## src/rtl/fir_pkg.sv

```systemverilog
// Shared sizing and state encoding for the time-multiplexed FIR controller.
package fir_pkg;

    localparam int TAPS = 74;
    localparam int AW   = 7;
    localparam int DW   = 8;

    typedef enum logic [2:0] {
        CLR   = 3'd0,
        IDLE  = 3'd1,
        WR    = 3'd2,
        RUN   = 3'd3,
        DRAIN = 3'd4
    } fir_state_t;

endpackage

```

## src/rtl/fir_tdm_ctrl_if.sv

```systemverilog
// Sample-input and coefficient-config handshakes of the FIR controller.
interface fir_tdm_ctrl_if #(
    parameter int AW = fir_pkg::AW,
    parameter int DW = fir_pkg::DW
);

    logic                 in_valid;
    logic                 in_ready;
    logic signed [DW-1:0] in_data;
    logic                 cfg_valid;
    logic                 cfg_ready;
    logic        [AW-1:0] cfg_addr;
    logic signed [DW-1:0] cfg_data;
    logic                 cfg_err;

    modport master (
        output in_valid, in_data, cfg_valid, cfg_addr, cfg_data,
        input  in_ready, cfg_ready, cfg_err
    );

    modport slave (
        input  in_valid, in_data, cfg_valid, cfg_addr, cfg_data,
        output in_ready, cfg_ready, cfg_err
    );

endinterface

```

## src/rtl/fir_mod_addr.sv

```systemverilog
// Down-counting modulo-TAPS address register with load; drives the sample
// read address in RUN and the clear-sweep address in CLR.
module fir_mod_addr #(
    parameter int TAPS = fir_pkg::TAPS,
    parameter int AW   = fir_pkg::AW
) (
    input  logic          clk,
    input  logic          rst_n,
    input  logic          load,
    input  logic [AW-1:0] load_val,
    input  logic          dec,
    output logic [AW-1:0] addr
);

    function automatic logic [AW-1:0] mod_dec(input logic [AW-1:0] a);
        logic [AW:0] d;
        d = {1'b0, a} - (AW+1)'(1);
        if (d[AW]) d = d + (AW+1)'(TAPS);
        return d[AW-1:0];
    endfunction

    always_ff @(posedge clk or negedge rst_n) begin
        if (!rst_n)    addr <= '0;
        else if (load) addr <= load_val;
        else if (dec)  addr <= mod_dec(addr);
    end

endmodule

```

## src/rtl/fir_tdm_ctrl.sv

```systemverilog
// Time-multiplexed FIR controller: stores each sample into a circular sample
// RAM, then sequences TAPS coefficient/sample reads into an external MAC.
module fir_tdm_ctrl #(
    parameter int TAPS = fir_pkg::TAPS,
    parameter int AW   = fir_pkg::AW,
    parameter int DW   = fir_pkg::DW
) (
    input  logic                 clk,
    input  logic                 rst_n,
    fir_tdm_ctrl_if.slave        bus,
    output logic                 smp_we,
    output logic        [AW-1:0] smp_waddr,
    output logic signed [DW-1:0] smp_wdata,
    output logic        [AW-1:0] smp_raddr,
    output logic                 coef_we,
    output logic        [AW-1:0] coef_waddr,
    output logic signed [DW-1:0] coef_wdata,
    output logic        [AW-1:0] coef_raddr,
    output logic                 mac_clr,
    output logic                 mac_en,
    output logic                 out_valid,
    output logic                 busy
);

    import fir_pkg::*;

    fir_state_t    state;
    logic [AW-1:0] wptr;
    logic [AW-1:0] head;
    logic [AW-1:0] k;
    logic          drn;
    logic [AW-1:0] cnt;
    logic [AW-1:0] clr_addr;
    logic          accept;
    logic          cfg_acc;
    logic          cfg_bad;
    logic          clr_last;
    logic          clr_wr;
    logic          run_last;

    function automatic logic [AW-1:0] mod_inc(input logic [AW-1:0] a);
        logic [AW:0] s;
        s = {1'b0, a} + (AW+1)'(1);
        if (s >= (AW+1)'(TAPS)) s = s - (AW+1)'(TAPS);
        return s[AW-1:0];
    endfunction

    // (TAPS - a) mod TAPS: turns the down-count 0,73,72.. into the sweep 0,1,2..
    function automatic logic [AW-1:0] mod_neg(input logic [AW-1:0] a);
        logic [AW:0] d;
        d = (AW+1)'(0) - {1'b0, a};
        if (d[AW]) d = d + (AW+1)'(TAPS);
        return d[AW-1:0];
    endfunction

    assign bus.in_ready  = (state == IDLE);
    assign bus.cfg_ready = (state == IDLE) && !bus.in_valid;
    assign busy          = (state != IDLE);

    assign accept   = (state == IDLE) && bus.in_valid;
    assign cfg_acc  = (state == IDLE) && !bus.in_valid && bus.cfg_valid;
    assign cfg_bad  = ({1'b0, bus.cfg_addr} >= (AW+1)'(TAPS));
    assign clr_last = smp_we && (smp_waddr == AW'(TAPS-1));
    assign clr_wr   = (state == CLR) && !clr_last;
    assign run_last = (k == AW'(TAPS-1));
    assign clr_addr = mod_neg(cnt);

    assign smp_raddr  = (state == RUN) ? cnt : '0;
    assign coef_raddr = (state == RUN) ? k   : '0;

    fir_mod_addr #(.TAPS(TAPS), .AW(AW)) u_addr (
        .clk      (clk),
        .rst_n    (rst_n),
        .load     (state == WR),
        .load_val (wptr),
        .dec      ((state == RUN) || clr_wr),
        .addr     (cnt)
    );

    always_ff @(posedge clk or negedge rst_n) begin
        if (!rst_n) begin
            state       <= CLR;
            wptr        <= '0;
            head        <= '0;
            k           <= '0;
            drn         <= 1'b0;
            smp_we      <= 1'b0;
            coef_we     <= 1'b0;
            bus.cfg_err <= 1'b0;
            mac_en      <= 1'b0;
            mac_clr     <= 1'b0;
            out_valid   <= 1'b0;
        end else begin
            smp_we      <= 1'b0;
            coef_we     <= 1'b0;
            bus.cfg_err <= 1'b0;
            out_valid   <= 1'b0;
            // MAC strobes trail the read issue by the RAM read latency.
            mac_en      <= (state == RUN);
            mac_clr     <= (state == RUN) && (k == '0);
            case (state)
                CLR: begin
                    if (clr_last) state  <= IDLE;
                    else          smp_we <= 1'b1;
                end
                IDLE: begin
                    if (accept) begin
                        state  <= WR;
                        smp_we <= 1'b1;
                    end else if (cfg_acc) begin
                        coef_we     <= !cfg_bad;
                        bus.cfg_err <= cfg_bad;
                    end
                end
                WR: begin
                    head  <= wptr;
                    k     <= '0;
                    state <= RUN;
                end
                RUN: begin
                    if (run_last) begin
                        state <= DRAIN;
                        drn   <= 1'b0;
                    end else begin
                        k <= k + 1'b1;
                    end
                end
                DRAIN: begin
                    if (drn) begin
                        state <= IDLE;
                        wptr  <= mod_inc(head);
                    end else begin
                        drn       <= 1'b1;
                        out_valid <= 1'b1;
                    end
                end
                default: state <= CLR;
            endcase
        end
    end

    // Write address/data are plain datapath registers, zeroed whenever no write is due.
    always_ff @(posedge clk) begin
        smp_waddr  <= accept ? wptr : (clr_wr ? clr_addr : '0);
        smp_wdata  <= accept ? bus.in_data : '0;
        coef_waddr <= (cfg_acc && !cfg_bad) ? bus.cfg_addr : '0;
        coef_wdata <= (cfg_acc && !cfg_bad) ? bus.cfg_data : '0;
    end

endmodule

```

## src/flat_wrapper.sv

```systemverilog
// flat-port wrapper written by rule: the top's interface ports become plain ports
module fir_tdm_ctrl_flat import fir_pkg::*;
#(
    parameter int TAPS = fir_pkg::TAPS,
    parameter int AW   = fir_pkg::AW,
    parameter int DW   = fir_pkg::DW
)
  (clk, rst_n, smp_we, smp_waddr, smp_wdata, smp_raddr, coef_we, coef_waddr, coef_wdata, coef_raddr, mac_clr, mac_en, out_valid, busy, bus_in_valid, bus_in_data, bus_cfg_valid, bus_cfg_addr, bus_cfg_data, bus_in_ready, bus_cfg_ready, bus_cfg_err);
  fir_tdm_ctrl_if #(.AW(AW), .DW(DW)) bus_i ();
  input  logic clk;
  input  logic rst_n;
  output logic smp_we;
  output logic        [AW-1:0] smp_waddr;
  output logic signed [DW-1:0] smp_wdata;
  output logic        [AW-1:0] smp_raddr;
  output logic coef_we;
  output logic        [AW-1:0] coef_waddr;
  output logic signed [DW-1:0] coef_wdata;
  output logic        [AW-1:0] coef_raddr;
  output logic mac_clr;
  output logic mac_en;
  output logic out_valid;
  output logic busy;
  input wire logic [$bits(bus_i.in_valid)-1:0] bus_in_valid;
  input wire logic [$bits(bus_i.in_data)-1:0] bus_in_data;
  input wire logic [$bits(bus_i.cfg_valid)-1:0] bus_cfg_valid;
  input wire logic [$bits(bus_i.cfg_addr)-1:0] bus_cfg_addr;
  input wire logic [$bits(bus_i.cfg_data)-1:0] bus_cfg_data;
  output wire logic [$bits(bus_i.in_ready)-1:0] bus_in_ready;
  output wire logic [$bits(bus_i.cfg_ready)-1:0] bus_cfg_ready;
  output wire logic [$bits(bus_i.cfg_err)-1:0] bus_cfg_err;
  assign bus_i.in_valid = bus_in_valid;
  assign bus_i.in_data = bus_in_data;
  assign bus_i.cfg_valid = bus_cfg_valid;
  assign bus_i.cfg_addr = bus_cfg_addr;
  assign bus_i.cfg_data = bus_cfg_data;
  assign bus_in_ready = bus_i.in_ready;
  assign bus_cfg_ready = bus_i.cfg_ready;
  assign bus_cfg_err = bus_i.cfg_err;
  fir_tdm_ctrl #(.TAPS(TAPS), .AW(AW), .DW(DW)) u_core (.clk(clk), .rst_n(rst_n), .bus(bus_i), .smp_we(smp_we), .smp_waddr(smp_waddr), .smp_wdata(smp_wdata), .smp_raddr(smp_raddr), .coef_we(coef_we), .coef_waddr(coef_waddr), .coef_wdata(coef_wdata), .coef_raddr(coef_raddr), .mac_clr(mac_clr), .mac_en(mac_en), .out_valid(out_valid), .busy(busy));
endmodule
```

## config.mk

```make
export PLATFORM = sky130hd
export DESIGN_NAME = fir_tdm_ctrl_flat
export DESIGN_NICKNAME = d
export VERILOG_FILES = /design/src/rtl/fir_pkg.sv /design/src/rtl/fir_tdm_ctrl_if.sv /design/src/rtl/fir_mod_addr.sv /design/src/rtl/fir_tdm_ctrl.sv /design/src/flat_wrapper.sv
export SDC_FILE = /design/constraint.sdc
export NUM_CORES = 1
export LEC_CHECK = 0
export ABC_AREA = 1
export CAP_MARGIN = 20
export CORE_ASPECT_RATIO = 0.7
export CORE_UTILIZATION = 45
export DETAILED_ROUTE_END_ITERATION = 10
export PLACE_DENSITY = 0.86
export SLEW_MARGIN = 25
export SYNTH_ARGS = -nofsm -noshare
export SYNTH_HDL_FRONTEND = slang
export SYNTH_SLANG_ARGS = --single-unit
```

## constraint.sdc

```tcl
create_clock -name clk -period 1.63 [get_ports clk]
set_input_delay 0.326 -clock clk [delete_from_list [all_inputs] [get_ports clk]]
set_output_delay 0.326 -clock clk [all_outputs]
set_load 0.01 [all_outputs]
```

==> flow_summary.yaml <==
die:
  coreArea_mm2: 0.006913
  pin_count: 80
  start_util_pct: 47.53
  die_h_um: 73.49
  rows: 25
  dieArea_mm2: 0.007653
  die_w_um: 104.1
clock_tree:
  worstSkewPairLatency_ns: 0.37
  cts_sinks: 68
  cts_root_buf: "clkbuf_8"
  cts_made_buffers: 9
  cts.clk_slew.worst_paths_ns: 0.09
  cts_max_level: 3
  cts_tree: "done"
  cts.path.max_buffers: 2
finish:
  n_antenna_cell: 0
  layout.nets: 616
  utilization_pct: 80.07
  area_growth_pct: 68.47
  drive_gt1_share_pct: 41.71
  nFillCells: 360
global_route:
  antenna_found_initial: 0
  grt_max_degree: 39
  grt_overflow_total: 0
  grt_use_total_pct: 28.64
  grt_pass1_vias: 3435
  grt_pass1_wl_um: 16590
synth:
  syn-mean-instance-area_um2: 7.917
  syn_inst: 415
  ys.warnings.count: 0
  syn_area_mm2: 0.003286
  ys_seq_elements: 68
  synth_common_cells: "84 x nand2_1, 61 x inv_1, 47 x nor2_1"
  synth_ff_type: "dfrtp_1"
  synth.distinct_cells: 36
  yosysMostFrequentCell: "nand2_1"
  synth_nets: 451
  synth_edf_count: 0
  synth_top_area_share_pct: 28.94
  yosysSeqAreaShare_pct: 47.22
  synth_area_leader_cell: "dfrtp_1"
  async_flop_share_pct: 55.88
  synth_area_leaders: "dfrtp_1 29%, dfxtp_1 18%, nand2_1 9.6%"
power_and_ir_drop:
  total_leakage_power_nw: 2.648
  power.density_mw_per_mm2: 604.2
  power_mw: 3.344
  irDropWorstVdd_mv: 0.7054
critical_path:
  cp-start-kind: "flop"
  critPathRequiredTime_ns: 1.30
  setup.worst_path.class: "flop to primary output"
  cp.arrival_ns: 1.61
  worstPathCellList: "inv_2, nand2_4, nor2_4, inv_6, buf_6, nor2_1, buf_2"
  endpoint_kind: "primary output"
  slowest_delay_ns: 0.42
  critical_path_buf_inv_count: 4
  worstPathMaxFanout: 6
  cp_top_family: "buffers and inverters"
  cp_slowest_cell: "dfrtp_1"
outcome:
  violations: "setup timing"
  status: "finished with violations"
place:
  place_hpwl_um: 6972
  placement.io_buffers: 79
  routabilityCongestion: 0.9578
detailed_routing:
  vias: 3747
  drcViolationCount: 0
  drt_pre_antenna_iters: 5
  wl_per_cell_um: 19.35
  ant_nets: 0
  vias_per_cell: 5.518
  wl_um: 13140
  first_iter_violations: 255
sta:
  finalSetupViolations: 51
  tns_ns: -5.312
  tightest_slew_ns: 0.5418
  drv_slew: 0
  rsz0062_at_grt: "yes"
  min_period_ns: 1.934
  fin_skew_ns: 0.01500
  fin_crit_sh_pct: 118.7
  layout_setup_ws_ns: -0.3041
  fmax_ghz: 0.5170
  hold_violations: 0
  slew-limit-headroom_pct: 63.88
hold_path:
  hp-class: "primary input to async pin"
run:
  cap_violations: 0
## final timing paths
kind,from,endpoint,slack (ns),depth (start not counted)
max,u_core.state[2]$_DFFE_PN0P_,coef_raddr[3],-0.30,7
min,rst_n,u_core.k[5]$_DFFE_PN0P_,0.02,2
max reg2reg,u_core.head[1]$_DFFE_PN0P_,u_core.wptr[3]$_DFFE_PN0P_,-0.18,10
min reg2reg,u_core.wptr[6]$_DFFE_PN0P_,u_core.wptr[6]$_DFFE_PN0P_,0.54,2
max in group asynchronous,rst_n,u_core.head[2]$_DFFE_PN0P_,1.20,2
min in group clk,bus_in_data[5],u_core.smp_wdata[5]$_SDFF_PN0_,0.48,3
## report_power, final
group / switching, mW / total, mW / internal [mW]
Combinational: 0.0522 / 0.114 / 0.0619
Sequential: 0 / 1.67 / 1.67
Clock: 0.749 / 1.56 / 0.808
## final cells by class
class | count | area [um^2] | area share (%)
inverter | 74 | 287.8 | 5.199
tap | 94 | 117.6 | 2.125
multi-input combinational | 269 | 1916 | 34.61
clock inverter | 6 | 68.82 | 1.243
sequential | 68 | 1555 | 28.10
timing repair buffer | 158 | 1441 | 26.04
clock buffer | 10 | 148.9 | 2.690
## layout by cell type (no fill, tap or decap), types with 21 or more instances in the layout
cell             count
inv_1               52
dfrtp_1             35
nand2_1             65
buf_4               57
nor2_2              27
dfxtp_1             30
nor2_1              28
nand3_1             25
clkdlybuf4s50_1     59
buf_6               21
## metal layers
layer  global-route usage [%]  wire [um]  vias up
li1                         -          -     1624
met1                    33.80       4803     1799
met2                    49.33       6535      240
met3                    9.228       1021       84
met4                    11.43        781        0
met5                        0          0        -
## cell families after synthesis
logic type | synth area share, %
AND/OR/NAND/NOR | 31.87
XOR/XNOR | 3.161
buffers and inverters | 9.177
flip-flops | 47.22
adder cells (fa/ha/maj) | 3.427
AO/OA/AOI/OAI | 5.141
## state kept, by name, summed over array words and instances (netlist names), 3 cells and up
signal	count
u_core.smp_wdata	8
u_core.coef_waddr	7
u_core.coef_wdata	8
u_core.u_addr.addr	7
u_core.smp_waddr	7
u_core.k	7
u_core.state	3
u_core.wptr	7
u_core.head	7
## metrics by stage
step	setup slack (ns)	hold slack (ns)	std cells	cell area (um^2)
after CTS	-0.2033	0.03309	664	5041
final	-0.3041	0.01998	679	5535
after global placement	-0.1514	0.4090	627	4503
after floorplan	0.0009340	0.03041	415	3288
after global routing	-0.3386	0.05658	679	5535
after detailed placement	-0.1831	0.4161	627	4503
## timing repair
item | 4_1_cts | 5_1_grt
hold buffers | 0 | 0
setup endpoints to repair | 35 | 66
gates cloned | 0 | 0
endpoints found under the hold margin | 0 | 0
gates resized for setup | 120 | 96
setup buffers | 22 | 17
pin swaps | 29 | 34
Note: power is estimated with default switching activity, not from simulation.
